`src/rtl/alu_serial_ctrl.sv`:
```
// Bit-serial sequencer for an external 1-bit ALU slice: streams latched operands
// LSB-first, chains the slice carry, and assembles the WIDTH-bit result.
module alu_serial_ctrl #(
  parameter int unsigned WIDTH = 8
) (
  input  logic             clk,
  input  logic             rst_n,
  input  logic             start,
  input  logic [WIDTH-1:0] a,
  input  logic [WIDTH-1:0] b,
  input  logic [3:0]       s,
  input  logic             m,
  input  logic             cin,
  output logic             busy,
  output logic             done,
  output logic [WIDTH-1:0] result,
  output logic             cout,
  output logic             alu_opA,
  output logic             alu_opB,
  output logic [3:0]       alu_S,
  output logic             alu_M,
  output logic             alu_Cin,
  input  logic             alu_DO,
  input  logic             alu_CO
);

  localparam int unsigned CW = $clog2(WIDTH + 1);

  typedef enum logic [1:0] {
    IDLE = 2'd0,
    RUN  = 2'd1,
    DONE = 2'd2
  } state_t;

  state_t           state_q, state_d;
  logic [WIDTH-1:0] a_q, b_q;
  logic [3:0]       s_q;
  logic             m_q, cin_q, carry_q;
  logic [CW-1:0]    cnt_q;
  logic             last_c;

  assign last_c = (cnt_q == CW'(WIDTH - 1));

  // State register
  always_ff @(posedge clk or negedge rst_n) begin
    if (!rst_n) state_q <= IDLE;
    else        state_q <= state_d;
  end

  // Next-state logic
  always_comb begin
    state_d = state_q;
    case (state_q)
      IDLE:    if (start) state_d = RUN;
      RUN:     if (last_c) state_d = DONE;
      DONE:    state_d = IDLE;
      default: state_d = IDLE;
    endcase
  end

  // Operand shifters, carry chain, result assembly and registered status outputs.
  // In logic mode the carry register is reloaded with the latched cin every bit,
  // so alu_Cin is always a plain register output.
  always_ff @(posedge clk or negedge rst_n) begin
    if (!rst_n) begin
      a_q     <= '0;
      b_q     <= '0;
      s_q     <= '0;
      m_q     <= 1'b0;
      cin_q   <= 1'b0;
      carry_q <= 1'b0;
      cnt_q   <= '0;
      busy    <= 1'b0;
      done    <= 1'b0;
      result  <= '0;
      cout    <= 1'b0;
    end else begin
      busy <= (state_d == RUN);
      done <= 1'b0;
      case (state_q)
        IDLE: begin
          if (start) begin
            a_q     <= a;
            b_q     <= b;
            s_q     <= s;
            m_q     <= m;
            cin_q   <= cin;
            carry_q <= cin;
            cnt_q   <= '0;
          end
        end
        RUN: begin
          a_q     <= a_q >> 1;
          b_q     <= b_q >> 1;
          result  <= {alu_DO, result[WIDTH-1:1]};
          carry_q <= m_q ? cin_q : alu_CO;
          cnt_q   <= cnt_q + CW'(1);
          if (last_c) begin
            done <= 1'b1;
            cout <= m_q ? 1'b0 : alu_CO;
          end
        end
        default: ;
      endcase
    end
  end

  assign alu_opA = a_q[0];
  assign alu_opB = b_q[0];
  assign alu_S   = s_q;
  assign alu_M   = m_q;
  assign alu_Cin = carry_q;

endmodule

```
`config.mk`:
```
export PLATFORM = sky130hd
export DESIGN_NAME = alu_serial_ctrl
export DESIGN_NICKNAME = d
export VERILOG_FILES = /design/src/rtl/alu_serial_ctrl.sv
export SDC_FILE = /design/constraint.sdc
export NUM_CORES = 1
export LEC_CHECK = 0
export ABC_AREA = 1
export BUFFER_PORTS_ARGS = -buffer_cell sky130_fd_sc_hd__buf_2
export CAP_MARGIN = 10
export CORE_MARGIN = 3
export CORE_UTILIZATION = 51
export CTS_CLUSTER_DIAMETER = 40
export DETAILED_ROUTE_END_ITERATION = 10
export PLACE_DENSITY_LB_ADDON = 0.12
export SYNTH_ARGS = -nofsm -noshare
export SYNTH_HDL_FRONTEND = slang
export SYNTH_SLANG_ARGS = --single-unit
```
`constraint.sdc`:
```
create_clock -name clk -period 1.14 [get_ports clk]
set_input_delay 0.114 -clock clk [delete_from_list [all_inputs] [get_ports clk]]
set_output_delay 0.114 -clock clk [all_outputs]
set_load 0.1 [all_outputs]
```
# After elaboration in Yosys (flattened, before gate mapping)
# Index checks and enable logic that the tools add are counted.
[op_classes]
add_sub_neg = 1
n_mul = 0
n_div = 0
n_lt_le_gt_ge = 0
n_eq_ne = 4
shifts = 0
n_mux = 15
bitwise = 0
n_reduce_logical = 5
[op_table]
columns = ["cell", "n"]
rows = [
  ["$pmux W8 S2", 2],
  ["$mux W8", 2],
  ["$pmux W4 S2", 1],
  ["$reduce_and A2 Y1", 3],
  ["$mux W1", 5],
  ["$add A4 B1 Y4 const B", 1],
  ["$eq A2 B1 Y1 const B", 2],
  ["$eq A4 B3 Y1 const B", 1],
  ["$mux W2", 2],
  ["$mux W4", 1],
  ["$pmux W2 S2", 1],
  ["$logic_not A2 Y1", 1],
  ["$ne A2 B2 Y1 const B", 1],
  ["$pmux W1 S2", 1],
  ["$reduce_bool A2 Y1", 1],
]
[word_totals]
regBits = 40
latchBits = 0
ramBits = 0
romBits = 0
in_bits = 27
output_inout_bits = 19
elab_cells = 37
memories = 0

# Depth between registers and ports, before layout
# Gate-level depths: netlist of the first run.
[logic_depth]
depth_word = 4
depth_mapped = 6
ltp_nobuf = 6

# Worst setup path after synthesis of the first run
# No wires, ideal clock.
[synth_path]
path_kind = "register to register"
startpoint = "register m_q (netlist: alu_M)"
endpoint = "register carry_q (netlist: alu_Cin)"
setup_time_ns = 0.126
arrival_time_ns = 1.298
required_ns = 1.014
setup_slack_ns = -0.285
path_stages_with_launch = 6
n_path_buf = 0
period_less_slack_ns = 1.425
path_cell_list = "dfrtp_1 > inv_1 > nand2_1 > nand2_1 > nand2_1 > nand3_1"
[synth_via]
elab_chain_cells = 2
[synth_lines]
columns = ["element", "line_no", "rtl"]
rows = [
  ["start: declaration", "38", "logic m_q, cin_q, carry_q;"],
  ["start signal: assignment", "86", "m_q <= m;"],
  ["$mux W1", "96", "carry_q <= m_q ? cin_q : alu_CO;"],
  ["$pmux W1 S2", "80", "case (state_q)"],
  ["end signal: assignment", "88", "carry_q <= cin;"],
  ["end signal: assignment", "96", ""],
  ["end: declaration", "38", ""],
]
# Every way passes these cells.
# A chain may end at the register's enable or synchronous reset.

# Worst setup path after layout of the first run
[layout_path]
startpoint = "register state_q[1]"
endpoint = "register s_q[2] (netlist: alu_S[2])"
[layout_via]
elab_chain_cells = 2
[layout_lines]
columns = ["element", "line_no", "rtl"]
rows = [
  ["start: declaration", "35", "state_t state_q, state_d;"],
  ["start signal: assignment", "47", "else state_q <= state_d;"],
  ["$logic_not A2 Y1", "80", ""],
  ["$reduce_and A2 Y1 (no line)", "-", ""],
  ["end signal: assignment", "85", "s_q <= s;"],
  ["end: declaration", "37", "logic [3:0] s_q;"],
]
# Every way passes these cells.

==> flow_metrics.env, run 1 <==
export IMPL_io_buffers=45
export IMPL_synth_area_leaders="dfrtp_1, nand2_1, nand3_1"
export IMPL_leakagePower_nw=1.36
export IMPL_grt_max_degree=41
export IMPL_wl_per_cell_microns=14.1
export IMPL_synth_cell_type_count=15
export IMPL_areaGrowthSynthToFinish_pct=61.1
export IMPL_cts_tree="built"
export IMPL_ff2ff_path_depth=6
export IMPL_vdd_drop_max_mv=2.47
export IMPL_relSlewSlack_pct=86.1
export IMPL_synth_warnings=0
export IMPL_rows=20
export IMPL_antenna_found_initial=0
export IMPL_pre_cts_slack_ns=-0.0678
export IMPL_p_switching_mw=4.41
export IMPL_combPwrFrac_pct=61.5
export IMPL_clockBufferDepth=2
export IMPL_drt_total_wl_microns=4450
export IMPL_whs_path_depth=3
export IMPL_reg2reg_from="state_q[1]"
export IMPL_ant_nets=0
export IMPL_r2r_end="alu_S[2]"
export IMPL_globalplace_congestion=0.753
export IMPL_fin_skew_ns=0.00718
export IMPL_cap_violations=0
export IMPL_min_to="cout"
export IMPL_seqPwrFrac_pct=29.9
export IMPL_dp_hpwl_microns=2730
export IMPL_clockRootBuffer="clkbuf_4"
export IMPL_clkLatencyLatePin_ns=0.35
export IMPL_tightest_slew_ns=0.209
export IMPL_seq_area_frac_synth_pct=58.7
export IMPL_hold_violations=0
export IMPL_hold_start="alu_CO"
export IMPL_drc=0
export IMPL_drtIter0Drc=142
export IMPL_yosysTopAreaCellShare_pct=58.7
export IMPL_syn_cell_area_sq_um=1710
export IMPL_endpoint_kind="register"
export IMPL_drv_slew=0
export IMPL_arrival_ns=1.45
export IMPL_clk_pin_slew_ns=0.11
export IMPL_ctsHtreeMaxLevel=2
export IMPL_yosysTopAreaCell="dfrtp_1"
export IMPL_drive_gt1_share_pct=41.0
export IMPL_max_clock_freq_ghz=0.867
export IMPL_core_area_sq_um=3130
export IMPL_setup_slack_ns=-0.0134
export IMPL_p_per_area_nw_per_um2=3180
export IMPL_grt_pass1_wl_microns=7400
export IMPL_violations="setup timing"
export IMPL_status="finished with violations"
export IMPL_num_vias=1641
export IMPL_syn_num_nets=217
export IMPL_p_int_mw=4.33
export IMPL_worst_path_max_fanout=6
export IMPL_overflow=0
export IMPL_rrSetupSlack_ns=-0.01
export IMPL_critPathKind="register to register"
export IMPL_min_period_over_period_pct=101
export IMPL_synth_area_per_cell_sq_um=9.03
export IMPL_dieHeight_microns=63.8
export IMPL_setup_viol=4
export IMPL_switching_share_pct=50.5
export IMPL_total_power_mw=8.74
export IMPL_start_kind="register"
export IMPL_grt_use_total_pct=23.1
export IMPL_initial_core_util_pct=54.6
export IMPL_cts_num_sinks=40
export IMPL_io_pins=46
export IMPL_grt_pass1_vias=1711
export IMPL_fp_dieArea_sq_um=4080
export IMPL_nets=298
export IMPL_cp_required_ns=1.43
export IMPL_clkPwrFrac_pct=8.6
export IMPL_post_route_min_period_ns=1.15
export IMPL_synth_seq_cells=40
export IMPL_antenna_cells=0
export IMPL_syn_inst=189
export IMPL_die_x_microns=63.8
export IMPL_dr_pass1_iters=6
export IMPL_numCtsBuffers=5
export IMPL_rsz0062_at_grt="yes"
export IMPL_viasPerCell=5.21
export IMPL_min_path_type="input pin to register"
export IMPL_setup_tns_ns=-0.0281
## cell usage after synthesis
cell     instances
nor2_1           4
nand3_2          4
nand3_1         35
nand2_2          2
o21ai_0         14
nand2_1         67
ha_1             1
buf_4            1
nand4_1          2
dfrtp_1         40
nor2_4           2
inv_1            7
buf_2            6
inv_2            2
buf_6            2
## cell usage in the layout (no fill, tap or decap), types with 2 or more instances in the layout
cell,instances
inv_2,3
dlygate4sd3_1,24
clkinv_2,2
nand2_2,10
o21ai_1,3
nand3_2,9
o21ai_0,11
nand2_4,2
buf_4,9
buf_6,2
nand3_1,30
nand2_1,57
dfrtp_2,16
nand4_1,2
buf_2,26
clkbuf_4,5
nor2_1,3
dfrtp_1,24
nor2_4,2
buf_12,22
inv_1,6
## cells by family (layout without fill, tap and decap cells)
logic type	Yosys count	after routing	synth area share, %
compound gates	14	14	4.11
flops	40	40	58.7
fa+ha+maj	1	1	0.733
buf+inv	18	100	5.50
simple gates	116	116	31.0
## worst max path at each step
stage / startpoint / end / cells after the start
global placement: cnt_q[0] / cout / 5
finish: state_q[1] / alu_S[2] / 6
detailed placement: cnt_q[0] / cout / 5
CTS: cnt_q[0] / cout / 4
global route: state_q[1] / alu_S[2] / 6
floorplan: alu_Cin / alu_Cin / 2
## per-stage QoR
| stage | cell area [sq um] | utilization [%] | hold WS [ns] | std cells |
|---|---|---|---|---|
| after floorplan | 1730 | - | -0.182 | 189 |
| after detailed placement | 2340 | 74.7 | 0.0985 | 278 |
| final | 2750 | 87.9 | 0.0440 | 315 |
| after global routing | 2750 | 87.9 | 0.0401 | 315 |
| after CTS | 2660 | 85.0 | 0.0381 | 312 |
| after global placement | 2340 | 74.7 | 0.0938 | 278 |
## state kept, by name (all words and copies together), names as in the netlist
register	count
busy	1
cout	1
b_q	8
cnt_q	4
alu_Cin	1
done	1
cin_q	1
alu_M	1
state_q	2
result	8
alu_S	4
a_q	8
## worst max-delay path, cell delays in order (launching register included)
cell and delay [ns]:
dfrtp_1 0.42, inv_2 0.09, nand2_4 0.08, nor2_4 0.20, buf_4 0.18, nand2_1 0.06
nand2_1 0.06
## metal layers
| layer | GRT usage (%) | part of all wire, % | vias to the layer above |
|---|---|---|---|
| li1 | - | - | 776 |
| met1 | 26.6 | 39 | 790 |
| met2 | 41.9 | 54 | 69 |
| met3 | 6.50 | 5.9 | 6 |
| met4 | 5.39 | 0.99 | 0 |
| met5 | 0 | 0 | - |
## area by class of cell
type                            instances  area (sq um)
Inverter                                9          33.8
Clock buffer                            6          51.3
Clock inverter                          2          10.0
Timing Repair Buffer                   83           901
Sequential cell                        40          1020
Tap cell                               44          55.1
Multi-Input combinational cell        131           677
Fill cell                             160           379
## what timing repair did
action | CTS | global route
hold buffers | 24 | 0
hold endpoints to repair | 64 | 0
setup buffers | 2 | 1
pin swaps | 0 | 2
setup endpoints to repair | 7 | 33
cloned | 0 | 2
gates resized for setup | 2 | 25
## power by group through the flow
| stage | clock network [mW] | registers [mW] | logic [mW] |
|---|---|---|---|
| after detailed placement | 0 | 2.64 | 5.06 |
| final | 0.753 | 2.61 | 5.37 |
| after floorplan | 0 | 4.51 | 1.22 |
| after global routing | 0.826 | 2.70 | 5.65 |
| after global placement | 0 | 2.60 | 4.94 |
| after CTS | 0.773 | 2.60 | 5.22 |
Power figures use the tool's default switching activity.
==> inputs of run 2 (changes only) <==
CORE_ASPECT_RATIO = 1.5   (was unset)
CORE_UTILIZATION = 54   (was 51)
CTS_BUF_LIST = sky130_fd_sc_hd__clkbuf_2 sky130_fd_sc_hd__clkbuf_4 sky130_fd_sc_hd__clkbuf_8   (was unset)
==> run 2 against run 1 <==
The run still ends with setup timing left; sequential share of layout area increased by 2.8 points; via count decreased by 6.9%; maximum frequency decreased by 1.8%; wire length decreased by 3.7%; first-iteration DRC count decreased by 60%; count of clock-buffer cells in the layout increased by 2; die area decreased by 4.7%; flip-flop and latch count unchanged; core utilization decreased by 2.0 points; critical path depth decreased by 2; global-route usage increased by 0.98 points; critical endpoint is now cnt_q[2].
==> flow_metrics.env, run 2 (synthesized netlist as in run 1, its figures left out) <==
export IMPL_start_kind="register"
export IMPL_cpMaxStageDelayCell="dfrtp_1"
export IMPL_clockRootBuffer="clkbuf_8"
export IMPL_drt_total_wl_microns=4290
export IMPL_crit_chain="buf_4 -> nor2_4 -> nand2_1 -> o21ai_0"
export IMPL_whs_path_depth=3
export IMPL_hold_ws_ns=0.0204
export IMPL_globalplace_congestion=0.687
export IMPL_areaGrowthSynthToFinish_pct=49.6
export IMPL_min_path_type="input pin to register"
export IMPL_rows=24
export IMPL_io_buffers=45
export IMPL_status="finished with violations"
export IMPL_arrival_ns=1.36
export IMPL_hold_violations=0
export IMPL_fin_skew_ns=0.00604
export IMPL_overflow=0
export IMPL_cp_top_family="flip-flops"
export IMPL_clk_pin_slew_ns=0.08
export IMPL_die_x_microns=51.9
export IMPL_viasPerCell=5.32
export IMPL_relSlewSlack_pct=84.5
export IMPL_setup_viol=1
export IMPL_top_regs="a_q: 8 flops, b_q: 8 flops, result: 8 flops"
export IMPL_drtIter0Drc=57
export IMPL_antenna_found_initial=0
export IMPL_fill_cells=157
export IMPL_core_area_sq_um=2970
export IMPL_endpoint_kind="register"
export IMPL_ant_nets=0
export IMPL_dp_hpwl_microns=2910
export IMPL_cts_tree="built"
export IMPL_worst_path_max_fanout=5
export IMPL_post_route_min_period_ns=1.17
export IMPL_setup_slack_ns=-0.0349
export IMPL_violations="setup timing"
export IMPL_mostFrequentLayoutCell="nand2_1"
export IMPL_grt_use_total_pct=24.0
export IMPL_cp_slowest_stage_delay_ns=0.41
export IMPL_critPathKind="register to register"
export IMPL_wl_per_cell_microns=14.9
export IMPL_dr_pass1_iters=5
export IMPL_path_buf_inv=1
export IMPL_cts_num_sinks=40
export IMPL_max_clock_freq_ghz=0.851
export IMPL_clkLatencyLatePin_ns=0.29
export IMPL_min_to="b_q[7]"
export IMPL_initial_core_util_pct=57.4
export IMPL_grt_pass1_wl_microns=6910
export IMPL_grt_max_degree=41
export IMPL_reg2reg_from="state_q[1]"
export IMPL_hold_start="b[7]"
export IMPL_min_period_over_period_pct=103
export IMPL_drv_slew=0
export IMPL_setup_tns_ns=-0.0349
export IMPL_ff2ff_path_depth=4
export IMPL_nets=275
export IMPL_rsz0062_at_grt="yes"
export IMPL_drc=0
export IMPL_num_vias=1527
export IMPL_grt_pass1_vias=1553
export IMPL_clockBufferDepth=2
export IMPL_cp_required_ns=1.32
export IMPL_rrSetupSlack_ns=-0.03
export IMPL_drive_gt1_share_pct=43.1
export IMPL_cap_violations=0
export IMPL_io_pins=46
export IMPL_dieHeight_microns=74.9
export IMPL_fp_dieArea_sq_um=3880
export IMPL_numCtsBuffers=5
export IMPL_r2r_end="cnt_q[2]"
export IMPL_ctsHtreeMaxLevel=2
export IMPL_tightest_slew_ns=0.229
export IMPL_antenna_cells=0
export IMPL_layout_common_cells="nand2_1, nand3_1, buf_2"
[run 2: area by class of cell]
class | count | area, sq um | share of cell area [%]
sequential | 40 | 1020 | 40.0
timing repair buffer | 60 | 691 | 27.0
multi-input combinational | 131 | 656 | 25.7
clock buffer | 8 | 104 | 4.07
tap | 39 | 48.8 | 1.91
inverter | 9 | 33.8 | 1.32
[run 2: how the worst max path moves through the flow]
stage | slack [ns] | depth (start not counted) | startpoint | end
2_1_floorplan | -0.08 | 2 | alu_Cin | alu_Cin
3_5_place_dp | 0.001 | 4 | cnt_q[0] | cout
3_3_place_gp | 0.05 | 4 | cnt_q[0] | cout
5_1_grt | -0.05 | 5 | state_q[1] | cnt_q[2]
6_report | -0.03 | 4 | state_q[1] | cnt_q[2]
4_1_cts | 0.01 | 5 | state_q[1] | b_q[5]
[run 2: metrics by stage]
stage          cells  instance area (sq um)  setup WS [ns]  utilization, %
2_1_floorplan    189                   1730        -0.0765               -
3_3_place_gp     272                   2340         0.0502            78.6
3_5_place_dp     272                   2340        0.00120            78.6
4_1_cts          282                   2460        0.00964            82.7
5_1_grt          287                   2550        -0.0525            85.9
6_report         287                   2550        -0.0349            85.9
[run 2: what timing repair did]
item / 4_1_cts / 5_1_grt
setup endpoints to repair: 1 / 34
setup buffers: 1 / 4
resized for setup: 1 / 23
pin swaps: 0 / 2
cloned: 0 / 1
hold buffers: 1 / 0
endpoints found under the hold margin: 40 / 0
[run 2: worst min-delay path: cells and delay by family]
| kind | cells | cell delay, ns |
|---|---|---|
| buffers and inverters | 1 | 0.08 |
| AND/OR/NAND/NOR | 2 | 0.09 |
[run 2: metal layers]
| metal | global-route usage [%] | vias to the layer above | part of all wire, % |
|---|---|---|---|
| li1 | - | 733 | - |
| met1 | 27.3 | 719 | 37 |
| met2 | 44.1 | 66 | 56 |
| met3 | 3.56 | 9 | 5.2 |
| met4 | 10.2 | 0 | 1.9 |
| met5 | 0 | - | 0 |
Power of run 2 is not shown: default switching activity piles up to over one toggle a cycle in this logic, so the estimate is an artifact.
==> inputs of run 3 (changes only) <==
==> constraint.sdc (replaced) <==
create_clock -name clk -period 1.15 [get_ports clk]
set_input_delay 0.115 -clock clk [delete_from_list [all_inputs] [get_ports clk]]
set_output_delay 0.115 -clock clk [all_outputs]
set_load 0.01 [all_outputs]
==> run 3 against run 2 <==
The flow still finishes with violations (setup timing); global-route usage down 2.4 points; flip-flop and latch count stayed put; first-iteration DRC count decreased by 35%; via count shrank 2.8%; core utilization is 12 points lower; non-clock buffer count increased by 1; critical path depth grew 1; register-to-register slack improved by 0.03 ns.
==> flow_metrics.env, run 3 (synthesized netlist as in run 1, its figures left out) <==
export IMPL_viasPerCell=5.15
export IMPL_grt_use_total_pct=21.6
export IMPL_drt_total_wl_microns=3800
export IMPL_place_inst=273
export IMPL_globalplace_congestion=0.800
export IMPL_top_regs="a_q: 8 flops, b_q: 8 flops, result: 8 flops"
export IMPL_num_vias=1484
export IMPL_endpoint_kind="register"
export IMPL_clockBufferDepth=2
export IMPL_areaGrowthSynthToFinish_pct=29.3
export IMPL_dp_hpwl_microns=2620
export IMPL_crit_chain="ha_2 -> nand2_1 -> nor2_2 -> nand4_1 -> nand2_1"
export IMPL_start_kind="register"
export IMPL_cts_tree="built"
export IMPL_rsz0062_at_grt="yes"
export IMPL_dieHeight_microns=74.9
export IMPL_initial_core_util_pct=57.4
export IMPL_max_clock_freq_ghz=0.868
export IMPL_status="finished with violations"
export IMPL_clkLatencyLatePin_ns=0.29
export IMPL_leakagePower_nw=1.18
export IMPL_tightest_slew_ns=0.230
export IMPL_vdd_drop_max_mv=1.76
export IMPL_cp_slowest_stage_delay_ns=0.42
export IMPL_min_path_type="input pin to register"
export IMPL_grt_pass1_wl_microns=6150
export IMPL_nets=276
export IMPL_post_route_min_period_ns=1.15
export IMPL_die_x_microns=51.9
export IMPL_antenna_found_initial=0
export IMPL_layout_common_cells="nand2_1, buf_2, dfrtp_1"
export IMPL_antenna_cells=0
export IMPL_ctsHtreeMaxLevel=2
export IMPL_numCtsBuffers=5
export IMPL_p_per_area_nw_per_um2=2580
export IMPL_relSlewSlack_pct=84.7
export IMPL_dr_pass1_iters=4
export IMPL_hold_violations=0
export IMPL_setup_tns_ns=-0.00159
export IMPL_wl_per_cell_microns=13.2
export IMPL_grt_max_degree=41
export IMPL_fill_cells=234
export IMPL_fin_skew_ns=0.00440
export IMPL_fp_dieArea_sq_um=3880
export IMPL_arrival_ns=1.38
export IMPL_clockRootBuffer="clkbuf_8"
export IMPL_cp_top_family="simple AND/OR/NAND/NOR gates"
export IMPL_cp_required_ns=1.38
export IMPL_io_buffers=45
export IMPL_fin_util_pct=74.2
export IMPL_drv_slew=0
export IMPL_drc=0
export IMPL_min_period_over_period_pct=100
export IMPL_cts_num_sinks=40
export IMPL_drtIter0Drc=37
export IMPL_mostFrequentLayoutCell="nand2_1"
export IMPL_worst_path_max_fanout=4
export IMPL_path_buf_inv=0
export IMPL_rows=24
export IMPL_clk_pin_slew_ns=0.07
export IMPL_setup_slack_ns=-0.00159
export IMPL_crit_top_cell="nand2_1"
export IMPL_setup_viol=1
export IMPL_violations="setup timing"
export IMPL_io_pins=46
export IMPL_cap_violations=0
export IMPL_grt_pass1_vias=1392
export IMPL_drive_gt1_share_pct=33.7
export IMPL_critPathKind="register to register"
export IMPL_hold_ws_ns=0.0224
export IMPL_final_cells=288
export IMPL_overflow=0
export IMPL_cpMaxStageDelayCell="dfrtp_1"
export IMPL_core_area_sq_um=2970
export IMPL_ant_nets=0
## run 3: routing by layer
layer | vias to the layer above | routed length (microns) | track usage [%]
met5 | - | 0 | 0
met4 | 0 | 58 | 8.75
met1 | 699 | 1480 | 25.4
li1 | 728 | - | -
met2 | 51 | 2060 | 37.8
met3 | 6 | 204 | 4.75
## run 3: path summary, 6_finish.rpt
path                       depth (start not counted)  slack [ns]     start          to
hold / removal                                     3        0.02      a[7]      a_q[7]
setup / recovery                                   5      -0.002  cnt_q[1]        cout
hold reg to reg                                    2        0.48  alu_S[1]    alu_S[1]
max in group asynchronous                          3        0.62     rst_n  state_q[0]
min in group asynchronous                          3        0.32     rst_n   result[3]
setup reg to reg                                   5      -0.002  cnt_q[1]        cout
## run 3: per-stage QoR
stage          setup WS (ns)  power, mW  instance area [sq um]
6_report            -0.00159       5.69                   2210
5_1_grt              -0.0516       6.14                   2210
4_1_cts               0.0151       5.48                   2130
3_5_place_dp          0.0406       4.53                   2030
3_3_place_gp          0.0717       4.40                   2030
2_1_floorplan          0.119       3.68                   1710
## run 3: worst reg2reg max path: cells and delay by family (launching register included)
kind / cells / cell delay [ns]
simple gates: 4 / 0.44
flops: 1 / 0.42
fa+ha+maj: 1 / 0.24
## run 3: what timing repair did
| item | in CTS | in global routing |
|---|---|---|
| setup endpoints to repair | 0 | 30 |
| setup buffers | 0 | 6 |
| hold endpoints to repair | 40 | 0 |
| gates resized for setup | 0 | 12 |
| hold buffers | 1 | 0 |
## run 3: cell type report
| class | count | area [sq um] | share of cell area, % |
|---|---|---|---|
| Clock buffer | 6 | 82.6 | 3.74 |
| Clock inverter | 2 | 10.0 | 0.454 |
| Inverter | 9 | 33.8 | 1.53 |
| Multi-Input combinational cell | 131 | 633 | 28.7 |
| Sequential cell | 40 | 1000 | 45.4 |
| Tap cell | 39 | 48.8 | 2.21 |
| Timing Repair Buffer | 61 | 397 | 18.0 |
## run 3: where the power goes
part | internal (mW) | total [mW] | switching [mW] | leakage (nW)
clock network | 0.478 | 0.942 | 0.464 | 0.0510
registers | 2.00 | 2.37 | 0.366 | 0.507
logic | 1.06 | 2.38 | 1.32 | 0.620
total | 3.54 | 5.69 | 2.15 | 1.18
